## src/rtl/div_iter.sv

```systemverilog
// div_iter: iterative 32-bit restoring divider for DIV/DIVU/REM/REMU with valid/ready handshakes
module div_iter #(
    parameter bit EARLY_OUT = 1'b1
) (
    input  logic        clk,
    input  logic        rst_n,
    input  logic        in_valid,
    output logic        in_ready,
    input  logic [1:0]  op,
    input  logic [31:0] din1,
    input  logic [31:0] din2,
    output logic        out_valid,
    input  logic        out_ready,
    output logic [31:0] dout,
    output logic        busy
);
    typedef enum logic [1:0] {IDLE, CALC, DONE} state_t;
    state_t      r_state;
    logic [32:0] r_rem;
    logic [31:0] r_quo;
    logic [31:0] r_div;
    logic [31:0] r_spec_res;
    logic [4:0]  r_cnt;
    logic        r_spec;
    logic        r_neg_q;
    logic        r_neg_r;
    logic        r_is_rem;
    logic        w_signed;
    logic        w_a_neg;
    logic        w_b_neg;
    logic [31:0] w_a_mag;
    logic [31:0] w_b_mag;
    logic        w_dz;
    logic        w_ovf;
    logic [31:0] w_spec_res;
    logic [32:0] w_sh;
    logic [32:0] w_diff;
    logic [32:0] w_rem_nx;
    logic [31:0] w_quo_nx;
    logic [31:0] w_q_fix;
    logic [31:0] w_r_fix;
    logic [31:0] w_res;

    assign in_ready  = (r_state == IDLE);
    assign busy      = (r_state != IDLE);
    assign out_valid = (r_state == DONE);

    // Operand preparation at accept time: magnitudes, signs and the special-case result.
    // The special result is kept so the full-latency path can substitute it at the end.
    always_comb begin
        w_signed   = ~op[0];
        w_a_neg    = w_signed & din1[31];
        w_b_neg    = w_signed & din2[31];
        w_a_mag    = w_a_neg ? -din1 : din1;
        w_b_mag    = w_b_neg ? -din2 : din2;
        w_dz       = (din2 == 32'd0);
        w_ovf      = w_signed && (din1 == 32'h8000_0000) && (din2 == 32'hFFFF_FFFF);
        w_spec_res = w_dz ? (op[1] ? din1 : 32'hFFFF_FFFF) : (op[1] ? 32'd0 : 32'h8000_0000);
    end

    // One restoring step: shift in the next dividend bit, subtract if it fits.
    always_comb begin
        w_sh     = {r_rem[31:0], r_quo[31]};
        w_diff   = w_sh - {1'b0, r_div};
        w_rem_nx = w_diff[32] ? w_sh : w_diff;
        w_quo_nx = {r_quo[30:0], ~w_diff[32]};
        w_q_fix  = r_neg_q ? -w_quo_nx : w_quo_nx;
        w_r_fix  = r_neg_r ? -w_rem_nx[31:0] : w_rem_nx[31:0];
        w_res    = r_spec ? r_spec_res : (r_is_rem ? w_r_fix : w_q_fix);
    end

    // Control FSM and datapath registers; the result is loaded into dout on entry to DONE.
    always_ff @(posedge clk or negedge rst_n) begin
        if (!rst_n) begin
            r_state    <= IDLE;
            r_rem      <= '0;
            r_quo      <= '0;
            r_div      <= '0;
            r_spec_res <= '0;
            r_cnt      <= '0;
            r_spec     <= 1'b0;
            r_neg_q    <= 1'b0;
            r_neg_r    <= 1'b0;
            r_is_rem   <= 1'b0;
            dout       <= '0;
        end else begin
            case (r_state)
                IDLE: if (in_valid) begin
                    r_rem      <= '0;
                    r_quo      <= w_a_mag;
                    r_div      <= w_b_mag;
                    r_cnt      <= '0;
                    r_neg_q    <= w_a_neg ^ w_b_neg;
                    r_neg_r    <= w_a_neg;
                    r_is_rem   <= op[1];
                    r_spec     <= w_dz | w_ovf;
                    r_spec_res <= w_spec_res;
                    if (EARLY_OUT && (w_dz || w_ovf)) begin
                        dout    <= w_spec_res;
                        r_state <= DONE;
                    end else begin
                        r_state <= CALC;
                    end
                end
                CALC: begin
                    r_rem <= w_rem_nx;
                    r_quo <= w_quo_nx;
                    r_cnt <= r_cnt + 5'd1;
                    if (r_cnt == 5'd31) begin
                        dout    <= w_res;
                        r_state <= DONE;
                    end
                end
                DONE: if (out_ready) r_state <= IDLE;
                default: r_state <= IDLE;
            endcase
        end
    end
endmodule

```

## config.mk

```make
export PLATFORM = sky130hd
export DESIGN_NAME = div_iter
export DESIGN_NICKNAME = d
export VERILOG_FILES = /design/src/rtl/div_iter.sv
export SDC_FILE = /design/constraint.sdc
export NUM_CORES = 1
export LEC_CHECK = 0
export ABC_AREA = 1
export ABC_CLOCK_PERIOD_IN_PS = 6590
export BUFFER_PORTS_ARGS = -buffer_cell sky130_fd_sc_hd__buf_2
export CAP_MARGIN = 30
export CORE_MARGIN = 5
export CORE_UTILIZATION = 25
export DETAILED_ROUTE_END_ITERATION = 6
export GPL_TIMING_DRIVEN = 0
export SETUP_SLACK_MARGIN = 0.4
export SLEW_MARGIN = 10
export SYNTH_ARGS = -nofsm -noshare
export SYNTH_HDL_FRONTEND = slang
export SYNTH_SLANG_ARGS = --single-unit
```

## constraint.sdc

```tcl
create_clock -name clk -period 6.59 [get_ports clk]
set_input_delay 1.318 -clock clk [delete_from_list [all_inputs] [get_ports clk]]
set_output_delay 1.318 -clock clk [all_outputs]
set_load 0.02 [all_outputs]
```

Word-level counts from Yosys, hierarchy flattened
Index checks and enable logic that the tools add are counted.
W data, S select, Z words.
- bits in registers: 171
- input port bits: 70
- word-level logic and storage cells: 68
- add/sub/neg operators: 6
- equality and inequality tests: 9
- muxes and demuxes: 25
- bitwise operators: 6
- reduce and logical (&&, ||, !) cells: 11
- operators with widths (kind ; number):
    $mux W32 ; 15
    $pmux W32 S2 ; 3
    $neg A32 Y32 ; 4
    $eq A32 B32 Y1 const B ; 2
    $sub A33 B32 Y33 ; 1
    $logic_not A32 Y1 ; 1
    $pmux W5 S2 ; 1
    $mux W2 ; 4
    $pmux W2 S3 ; 1
    $add A5 B1 Y5 const B ; 1
    $eq A5 B5 Y1 const B ; 1
    $mux W5 ; 1
    $ne A2 B1 Y1 const B ; 2
    $ne A2 B2 Y1 const B ; 2
    $reduce_and A2 Y1 ; 2
    $reduce_and A4 Y1 ; 1
    $reduce_bool A2 Y1 ; 2
    $reduce_and A3 Y1 ; 1
    $and A1 B1 Y1 ; 2
    $eq A2 B1 Y1 const B ; 1
    $eq A2 B2 Y1 const B ; 1
    $logic_and A1 B1 Y1 ; 2
    $logic_not A2 Y1 ; 1
    $not A1 Y1 ; 2
    3 further kinds ; 3

Logic depth before layout (Yosys ltp)
- word-level depth: 8
- depth in mapped cells: 32
- gate-level depth less buffers: 30

Worst setup path before layout
OpenSTA, ideal clock, no wires.
- path kind: flip-flop to flip-flop
- start: register r_quo[31]
- end: register dout[22]
- library setup time: 0.077 ns
- data arrival time: 3.881 ns
- data required time: 6.513 ns
- setup slack: 2.632 ns
- cell stages (with the launch flop): 31
- period minus slack after synthesis: 3.958 ns
- cell sequence: dfrtp_1 > inv_1 > ha_1 > inv_1 > fa_1 > nand2_1 > nand2_1 > nand3_1 > nand2_2 > nand2_2 > nand2_2 > nand2_4 > nand3_2 > nand2_4 > buf_6 > buf_6 > ha_1 > inv_1 > nor3_1 > nand2_1 > nor2_1 > nand4_1 > nor2_1 > nand2_1 > o31ai_1 > o21ai_0 > a21oi_1 > nor2_1 > nand2_1 > nand2_1 > a21oi_1
- longest elaborated chain between the ends: 8
- elaborated cells on any way between the ends: 11
- classes of those cells: add/sub: 3; mux: 7; bitwise: 1
- ends and longest elaborated chain (element ; line ; source):
    start: declaration ; 20 ; logic [31:0] r_quo;
    start signal: assignment ; 90 ; r_quo <= w_a_mag;
    start signal: assignment ; 107 ; r_quo <= w_quo_nx;
    $sub A33 B32 Y33 ; 64 ; w_diff = w_sh - {1'b0, r_div};
    $mux W32 / $not A1 Y1 (equally long branches) ; 65, 66 ;
    $neg A32 Y32 (on tied branches) ; 68, 67 ;
    $mux W32 (on tied branches) ; 68, 67 ;
    $mux W32 * (2 in a row) ; 69 ; w_res = r_spec ? r_spec_res : (r_is_rem ? w_r_fix : w_q_fix);
    $mux W32 * ; 109 ; if (r_cnt == 5'd31) begin
    $pmux W32 S2 * ; 87 ; case (r_state)
    end signal: assignment ; 99 ; dout <= w_spec_res;
    end signal: assignment ; 110 ; dout <= w_res;
    end: declaration ; 14 ; output logic [31:0] dout,
Every way passes the cells marked *; elsewhere a longest branch is shown, timed or not. The select of a mux whose other input is x is not followed.
A chain may end at the register's enable or synchronous reset.

Worst setup path in the final report
Same ends and word-level chain as after synthesis.

==> impl_metrics.tcl <==
set metrics [dict create \
    cpMostUsedCell "nand2_1" \
    path_delay_family "simple AND/OR/NAND/NOR gates" \
    io_pins 105 \
    worstSetupPathType "flip-flop to flip-flop" \
    dr.max_layer_used "met5" \
    setup_viol 0 \
    antenna_found_initial 1 \
    wl_per_cell_um 17.6 \
    numCtsBuffers 17 \
    dr.first_iter.drc_count 1627 \
    end_kind "flip-flop" \
    layout_common_cells "nand2_1, inv_1, nor2_1" \
    hold_class "flip-flop to flip-flop" \
    gp_congestion 0.952 \
    grt.total_usage_pct 17.9 \
    grt_max_degree 99 \
    period_needed_ps 5190 \
    worstPathArrival_ps 5590 \
    cap_viol_max_count 0 \
    syn_to_final_growth_pct 14.2 \
    yosysUniqueCellTypes 52 \
    n_fill_cell 6688 \
    dr.pass1.iters 6 \
    worst-slew-pin-transition_ps 922 \
    rsz0062_at_grt "no" \
    fin_tns_setup_ps 0 \
    die-area_mm2 0.0640 \
    worstPathBufferInverterCount 5 \
    grt_pass1_vias 15200 \
    clock_latency_ps 480 \
    ys_seq_elements 171 \
    cpPeakStageDelay_ps 420 \
    cts_resized 0 \
    overflow 0 \
    die_x_um 253 \
    drive_above_1_share_pct 9.03 \
    critPathMaxFanout 10 \
    nNetsFinal 2621 \
    io_buffers 103 \
    routed-wl-met2_mm 25.7 \
    start_kind "flip-flop" \
    cts_tree "built" \
    ys_warn_count 0 \
    viasPerCell 4.88 \
    synth_async_sr_flop_share_pct 100 \
    fin_worst_skew_ps 25.0 \
    hold_buffers 0 \
    synth_nets 2498 \
    post_cts_buffers 0 \
    synthFlopType "dfrtp_1" \
    slew_headroom_pct 38.6 \
    synth-edff-count 0 \
    grt_pass1_wl_mm 89.5 \
    ant_nets 0 \
    required_ps 6990 \
    status "finished clean" \
    vias 16100 \
    cpMaxStageDelayCell "o31ai_1" \
    cts_root_buf "clkbuf_16" \
    drt_wl_total_mm 58.1 \
    htreeDepth 4 \
    n_antenna_cell 0 \
    clkTransAtPathRegs_ps 80 \
    fp.coreArea_mm2 0.0588 \
    drc 0 \
    syn_avg_cell_area_um2 6.18 \
    hpwl_mm 47.1 \
    initial_core_util_pct 25.1 \
    final_common_cell "nand2_1" \
    fmax_mhz 193 \
    post-route-period-util_pct 78.7 \
    die_y_um 253 \
    synth_area_mm2 0.0148 \
    wl_met3_mm 3.95 \
    rows 89 \
    cts_num_sinks 171 \
    finalHoldViolations 0 \
    seq_area_frac_synth_pct 29.0 \
    clock_path_buffers 2 \
    finalMaxSlewViolations 0 \
    synthCells 2388 \
    wl_met1_mm 26.3 \
]
## kinds of logic (layout without fill, tap and decap cells)
family,Yosys count,in the layout,share of synthesized area (%)
AND/OR/NAND/NOR,1266,1266,36.7
buffers and inverters,452,588,12.0
AO/OA/AOI/OAI,400,400,15.4
flip-flops,171,171,29.0
XOR/XNOR,59,59,3.50
adder cells (fa/ha/maj),40,40,3.44
## cell type report
type / instances / area [µm²] / area share, %
inverters: 355 / 1330 / 7.90
plain buffers: 97 / 442 / 2.62
well taps: 773 / 967 / 5.74
multi-input cells: 1765 / 8710 / 51.7
clock buffers: 21 / 470 / 2.79
flip-flops and latches: 171 / 4280 / 25.4
clock inverters: 11 / 106 / 0.631
repair buffers: 104 / 553 / 3.28
## final timing paths
| check | startpoint | end | slack [ps] | cells past startpoint |
|---|---|---|---|---|
| worst max-delay path | r_quo[31] | dout[22] | 1400 | 30 |
| worst min-delay path | r_div[29] | r_div[29] | 480 | 2 |
| worst max register to register | r_quo[31] | dout[22] | 1400 | 30 |
| worst min register to register | r_div[29] | r_div[29] | 480 | 2 |
| max in group asynchronous | rst_n | r_div[25] | 4780 | 2 |
| min in group asynchronous | rst_n | r_spec_res[26] | 800 | 1 |
## registers in the layout (all words and copies together), names as in the netlist
| signal | count |
|---|---|
| dout | 32 |
| r_div | 32 |
| r_is_rem | 1 |
| r_neg_r | 1 |
| r_neg_q | 1 |
| r_cnt | 5 |
| r_quo | 32 |
| r_spec_res | 32 |
| r_rem | 32 |
| r_spec | 1 |
| r_state | 2 |
## per-stage QoR
step           hold slack [ps]  instances  setup slack [ps]  utilization, %  instance area, µm²
2_1_floorplan              444       2388              2630               -               14800
3_3_place_gp               467       3264              1120            27.6               16200
3_5_place_dp               472       3265              1170            27.7               16300
4_1_cts                    489       3297              1500            28.7               16900
5_1_grt                    510       3297               733            28.7               16900
6_report                   483       3297              1400            28.7               16900
## per-layer routing
| layer | vias up | track usage, % |
|---|---|---|
| li1 | 7913 | - |
| met1 | 7478 | 25.0 |
| met2 | 589 | 28.0 |
| met3 | 107 | 2.77 |
| met4 | 2 | 6.83 |
| met5 | - | 0 |
## Yosys cell counts (2+ instances only)
master	number	share of area [%]
o221ai_1	14	0.83
xnor2_1	13	0.77
a22oi_1	7	0.36
o22ai_1	28	1.2
clkbuf_1	72	1.8
a22o_1	3	0.18
nor2_4	2	0.15
o41ai_1	2	0.12
or2_2	8	0.34
buf_2	10	0.34
a21oi_2	8	0.47
and2_1	7	0.30
clkinv_1	2	0.051
nand2_1	691	18
xor2_1	46	2.7
inv_2	3	0.076
o21bai_1	5	0.25
nor3_1	39	1.3
buf_4	2	0.10
nand3_4	3	0.36
nand3b_1	7	0.36
nor2_2	9	0.38
o211ai_1	8	0.41
o21ai_1	8	0.27
ha_1	39	3.3
inv_1	350	8.9
a31oi_1	40	1.7
nor4_1	7	0.30
nor2_1	235	6.0
nand2_4	6	0.46
nand2_2	30	1.3
buf_1	7	0.18
nand4_1	19	0.81
nor3_2	2	0.14
buf_6	4	0.31
nand3_1	197	6.7
a21oi_1	103	3.5
dfrtp_1	171	29
o21ai_0	168	5.7
## worst register-to-register path: cells and delay by family (launching register included)
family | cells | cell delay, ps
flops | 1 | 390
compound gates | 4 | 830
simple gates | 18 | 2520
fa+ha+maj | 3 | 740
buf+inv | 5 | 620
Power is left out: the tool's default activity adds up to more than one toggle a clock period on the data nets, which glitch-free logic cannot reach.
